## config.mk

```make
export PLATFORM = sky130hd
export DESIGN_NAME = pc_fetch_ctrl
export DESIGN_NICKNAME = d
export VERILOG_FILES = /design/src/rtl/pc_fetch_ctrl_pkg.sv /design/src/rtl/cla_twelve.sv /design/src/rtl/pc_fetch_ctrl.sv
export SDC_FILE = /design/constraint.sdc
export NUM_CORES = 1
export LEC_CHECK = 0
export BUFFER_PORTS_ARGS = -buffer_cell sky130_fd_sc_hd__buf_2
export CAP_MARGIN = 5
export CORE_MARGIN = 5
export CORE_UTILIZATION = 55
export CTS_CLUSTER_SIZE = 16
export DETAILED_ROUTE_END_ITERATION = 10
export HOLD_SLACK_MARGIN = 0.08
export PLACE_DENSITY = 0.91
export SYNTH_ARGS = -nofsm -noshare
export SYNTH_HDL_FRONTEND = slang
export SYNTH_HIERARCHICAL = 1
export SYNTH_SLANG_ARGS = --single-unit
```

## constraint.sdc

```tcl
create_clock -name clock -period 6.61 [get_ports clock]
set_input_delay 0.3305 -clock clock [delete_from_list [all_inputs] [get_ports clock]]
set_output_delay 0.3305 -clock clock [all_outputs]
set_load 0.05 [all_outputs]
```

## src/rtl/pc_fetch_ctrl_pkg.sv

```systemverilog
// Shared definitions for the program-counter / instruction-fetch controller.
// Holds the address width, reset PC default and the fetch FSM encoding.
package pc_fetch_ctrl_pkg;

    localparam int unsigned ADDR_W = 12;

    localparam logic [ADDR_W-1:0] RESET_PC_DEFAULT = 12'h000;

    typedef enum logic [1:0] {
        StBoot  = 2'd0,
        StFetch = 2'd1,
        StHold  = 2'd2
    } fetch_state_e;

endpackage

```

## src/rtl/cla_twelve.sv

```systemverilog
// 12-bit carry-lookahead adder built from three 4-bit lookahead groups.
// Carry-in is tied low and the carry-out is dropped, so the sum wraps modulo 2^12.
module cla_twelve
    import pc_fetch_ctrl_pkg::*;
(
    input  logic [ADDR_W-1:0] a,
    input  logic [ADDR_W-1:0] b,
    output logic [ADDR_W-1:0] sum
);

    logic              cin;
    logic [10:0]       g;
    logic [ADDR_W-1:0] p;
    logic [ADDR_W-1:0] c;
    logic [1:0]        grp_g;
    logic [1:0]        grp_p;
    logic [2:0]        grp_c;

    assign cin = 1'b0;
    // g[11] would only feed the dropped carry-out
    assign g   = a[10:0] & b[10:0];
    assign p   = a ^ b;

    always_comb begin
        grp_g = '0;
        grp_p = '0;
        grp_c = '0;
        c     = '0;
        for (int k = 0; k < 2; k++) begin
            grp_g[k] = g[4*k+3] | (p[4*k+3] & g[4*k+2]) | (p[4*k+3] & p[4*k+2] & g[4*k+1])
                     | (p[4*k+3] & p[4*k+2] & p[4*k+1] & g[4*k]);
            grp_p[k] = &p[4*k +: 4];
        end
        grp_c[0] = cin;
        grp_c[1] = grp_g[0] | (grp_p[0] & grp_c[0]);
        grp_c[2] = grp_g[1] | (grp_p[1] & grp_g[0]) | (grp_p[1] & grp_p[0] & grp_c[0]);
        for (int k = 0; k < 3; k++) begin
            c[4*k]   = grp_c[k];
            c[4*k+1] = g[4*k] | (p[4*k] & grp_c[k]);
            c[4*k+2] = g[4*k+1] | (p[4*k+1] & g[4*k]) | (p[4*k+1] & p[4*k] & grp_c[k]);
            c[4*k+3] = g[4*k+2] | (p[4*k+2] & g[4*k+1]) | (p[4*k+2] & p[4*k+1] & g[4*k])
                     | (p[4*k+2] & p[4*k+1] & p[4*k] & grp_c[k]);
        end
    end

    assign sum = p ^ c;

endmodule

```

## src/rtl/pc_fetch_ctrl.sv

```systemverilog
// Program counter and instruction-fetch controller: req/ack fetch handshake,
// decode stall handling, jump/branch redirect and delivery of fetched PCs.
module pc_fetch_ctrl
    import pc_fetch_ctrl_pkg::*;
#(
    parameter logic [ADDR_W-1:0] RESET_PC = RESET_PC_DEFAULT
) (
    input  logic              clock,
    input  logic              reset_n,
    input  logic              stall,
    input  logic              jump,
    input  logic [ADDR_W-1:0] jump_target,
    input  logic              branch_taken,
    input  logic [ADDR_W-1:0] br_pc,
    input  logic [ADDR_W-1:0] br_offset,
    output logic              imem_req,
    output logic [ADDR_W-1:0] imem_addr,
    input  logic              imem_ack,
    output logic              fetch_valid,
    output logic [ADDR_W-1:0] fetched_pc
);

    localparam logic [ADDR_W-1:0] PcStep = 12'd1;

    fetch_state_e      state_q;
    logic              boot_armed_q;
    logic [ADDR_W-1:0] pc_q;
    logic [ADDR_W-1:0] pc_inc;
    logic [ADDR_W-1:0] br_pc_inc;
    logic [ADDR_W-1:0] br_target;
    logic              fetch_valid_q;
    logic [ADDR_W-1:0] fetched_pc_q;

    cla_twelve u_pc_inc (
        .a   (pc_q),
        .b   (PcStep),
        .sum (pc_inc)
    );

    cla_twelve u_br_inc (
        .a   (br_pc),
        .b   (PcStep),
        .sum (br_pc_inc)
    );

    // Two's-complement offset needs no sign extension: the wrap does the subtract
    cla_twelve u_br_add (
        .a   (br_pc_inc),
        .b   (br_offset),
        .sum (br_target)
    );

    always_ff @(posedge clock or negedge reset_n) begin
        if (!reset_n) begin
            state_q       <= StBoot;
            boot_armed_q  <= 1'b0;
            pc_q          <= RESET_PC;
            fetch_valid_q <= 1'b0;
            fetched_pc_q  <= RESET_PC;
        end else begin
            fetch_valid_q <= 1'b0;
            case (state_q)
                // First edge after release arms, second edge starts fetching
                StBoot: begin
                    if (boot_armed_q) begin
                        state_q <= StFetch;
                    end else begin
                        boot_armed_q <= 1'b1;
                    end
                end
                StFetch, StHold: begin
                    if (jump) begin
                        pc_q    <= jump_target;
                        state_q <= StFetch;
                    end else if (branch_taken) begin
                        pc_q    <= br_target;
                        state_q <= StFetch;
                    end else if (state_q == StHold) begin
                        if (!stall) begin
                            fetched_pc_q  <= pc_q;
                            fetch_valid_q <= 1'b1;
                            pc_q          <= pc_inc;
                            state_q       <= StFetch;
                        end
                    end else if (imem_ack) begin
                        if (stall) begin
                            state_q <= StHold;
                        end else begin
                            fetched_pc_q  <= pc_q;
                            fetch_valid_q <= 1'b1;
                            pc_q          <= pc_inc;
                        end
                    end
                end
                default: state_q <= StBoot;
            endcase
        end
    end

    assign imem_req    = (state_q == StFetch);
    assign imem_addr   = pc_q;
    assign fetch_valid = fetch_valid_q;
    assign fetched_pc  = fetched_pc_q;

endmodule

```

==> summary.md <==
| Metric | Value |
|---|---|
| Critical Path Source Type | `input pin` |
| # H-tree levels | `1` |
| Element type at the critical path end | `register` |
| Layout net count | `454` |
| Latest clock arrival within the worst-skew pair | `280 ps` |
| Net Sw Power | `709.2 uW` |
| Clock skew | `16.14 ps` |
| Fin cells | `435` |
| Status | `finished, final reports clean` |
| RD Place Congestion | `0.8413` |
| Most frequent cells in the layout | `67 x buf_2, 37 x ha_1, 30 x conb_1, 28 x dfrtp_1, 23 x mux2_2` |
| Final Hold Vio Count | `0` |
| Synthesis-to-layout area growth | `19.87%` |
| Sequential cell area fraction in the yosys report | `24.83%` |
| Largest delay share family, worst path | `compound AO/OA/AOI/OAI gates` |
| Critical-path top delay cell | `fa_1` |
| Detailed Route Iter0 Violations | `64` |
| Post-DR vias/cell | `5.338` |
| Routed WL | `6021 um` |
| Synth warn | `6` |
| Crit path buf inv count | `1` |
| Rows | `26` |
| Core box area | `0.005042 mm2` |
| Synth area leader | `dfrtp_1` |
| Vias | `2322` |
| Post-route ant nets | `0` |
| WHS | `377.0 ps` |
| Combinational power share | `67.2%` |
| # clock sinks | `28` |
| Pin count of the biggest net entering global routing | `29` |
| Post-route minimum period | `3726 ps` |
| Clock Path Buffers | `2` |
| Vias in the first global route | `2357` |
| WP data arrival | `3900 ps` |
| Total congestion overflow | `0` |
| Post-Syn Area per Cell | `10.37 um2` |
| Worst Max-Slew Pin Slew | `861.4 ps` |
| Total Die Area | `0.006663 mm2` |
| Post-synthesis instance total | `272` |
| Post-synthesis cell type count | `54` |
| Setup tns final | `0 ps` |
| I/O Pins | `68` |
| Worst Path Required | `6790 ps` |
| PortBufs | `67` |
| Commonest non-fill, non-tap cell in the layout | `buf_2` |
| # diodes | `0` |
| Gr usage total | `18.77%` |
| Post-synth EDFFs | `0` |
| Top FF cell, synth | `dfrtp_1` |
| Max stage delay on crit path | `370 ps` |
| Inserted Clock Buffers | `3` |
| DRC Markers | `0` |
| Die X | `81.63 um` |
| Clock root cell | `clkbuf_8` |
| Leakage power | `1.715 nW` |
| Max-slew violations | `0` |
| Internal power | `672.9 uW` |
| Inst Count DP | `430` |
| Starting Density | `55.96%` |
| Post_cts resized | `0` |
| DP Area | `0.003301 mm2` |
| Mapped cell area | `0.002821 mm2` |
| Crit path cell chain | `buf_2, ha_1, a41oi_1, o21a_2, o21ai_0, o21ai_0, nand2b_1, fa_1, xor2_1, ha_1, a21oi_1, o21ai_0, a211o_1, o211a_1, mux2i_1, o21ai_0, mux2_1` |
| Sequential Power Share | `22.9%` |
| Sw Share | `51.31%` |
| Slew HR | `42.33%` |
| Synth area leaders | `dfrtp_1 25%, ha_1 16%, mux2_2 9.2%` |
| First-pass GRT wire length | `9908 um` |
| Async set-reset flop share out of synthesis | `100.0%` |
| Worst-path fanout max | `4` |
| Clk slew on worst S/H paths | `100 ps` |
| Top cell type's share of synthesized area | `24.83%` |
| Fillers | `412` |
| CTS tree | `yes` |
| Share of cells above drive strength 1 | `30.14%` |
| Worst hold-check path type | `in -> reg` |
| Peak VDD IR | `0.2847 mV` |
| Synth Register Bits | `28` |
| Number of detailed-route iterations in the first pass | `4` |
| Crit Path Class | `in -> reg` |
| Initial antenna violation count | `0` |
| Clock share of power | `9.9%` |
| Final Setup Violations | `0` |
| Cell area after layout | `0.003382 mm2` |
| Worst path most repeated cell | `o21ai_0` |
| Cell Pwr Density | `408.7 mW/mm2` |
| FMAX | `268.4 MHz` |
| Die height | `81.63 um` |
| Maxcap violations | `0` |
| WL per Instance | `13.84 um` |
| Period Utilization, post-route | `56.37%` |
| DP Wirelength | `4973 um` |
| RSZ-0062 raised after global routing | `false` |
[sequential cells by signal (all words and copies together) (netlist names)]
name and cells:
boot_armed_q 1, state_q 2, fetched_pc 12, imem_addr 12
fetch_valid 1
[layout make-up]
type,count,area (um2),share of cell area [%]
clock buffers,3,41.29,1.221
clock inverters,1,30.03,0.8879
inverters,9,33.78,0.9989
multi-input cells,256,2143,63.37
flip-flops and latches,28,700.7,20.72
well taps,70,87.58,2.590
repair buffers,68,345.3,10.21
[cell families after synthesis]
family                     synth area share (%)
and+or+nand+nor                           9.712
other                                    0.2662
AOI/OAI and AO/OA                         18.05
xor gates and xnor gates                  6.519
muxes                                     14.90
adders and majority gates                 22.79
DFF                                       24.83
buffers and inverters                     2.927
[power groups by stage]
| stage | combinational, mW | sequential, mW | clock [mW] |
|---|---|---|---|
| floorplan | 0.486 | 0.561 | 0 |
| CTS | 0.928 | 0.318 | 0.140 |
| finish | 0.929 | 0.317 | 0.136 |
| detailed placement | 0.924 | 0.322 | 0 |
| global placement | 0.894 | 0.315 | 0 |
| global route | 1.01 | 0.327 | 0.148 |
[synth_stat cells (5+ instances only)]
cell type,instances
a21o_1,7
mux2_2,23
ha_1,37
mux2i_1,15
dfrtp_1,28
nor2_1,8
o21ai_0,18
nand2_1,21
xnor2_1,10
xor2_1,11
fa_1,9
a31oi_1,5
a21oi_1,12
nand3_1,6
inv_1,9
[layer usage]
metal / routed length, um / GRT usage [%] / vias to the layer above / part of all wire, %
met4: 78 / 3.987 / 0 / 1.3
li1: - / - / 1159 / -
met3: 297 / 3.618 / 8 / 4.9
met2: 3098 / 35.50 / 51 / 51
met1: 2546 / 21.81 / 1104 / 42
met5: 0 / 0 / - / 0
[stage by stage]
stage	power [mW]	utilization [%]	worst slack [ps]
finish	1.382	67.07	2884
global route	1.485	67.07	2616
CTS	1.386	67.07	2873
detailed placement	1.246	65.46	2572
global placement	1.209	65.46	2779
floorplan	1.047	-	3051
[path summary, 6_finish.rpt]
kind,startpoint,endpoint,slack (ps),cells past startpoint
setup / recovery,br_pc[2],imem_addr[10],2880,17
hold / removal,jump_target[0],imem_addr[0],380,4
setup reg to reg,imem_addr[2],imem_addr[9],3870,11
hold reg to reg,boot_armed_q,boot_armed_q,500,1
max in group asynchronous,reset_n,fetched_pc[6],5590,2
min in group asynchronous,reset_n,imem_addr[0],600,2
[worst min-delay path: stages]
cell,delay (ps)
buf_2,70
nand2_1,40
o21ai_0,50
mux2_2,140
[what timing repair did]
action                                 4_1_cts  5_1_grt
endpoints found under the hold margin       16        0
hold buffers                                 1        0
buffers inserted                             0        0
No activity file was read; power rests on OpenSTA's default activity.
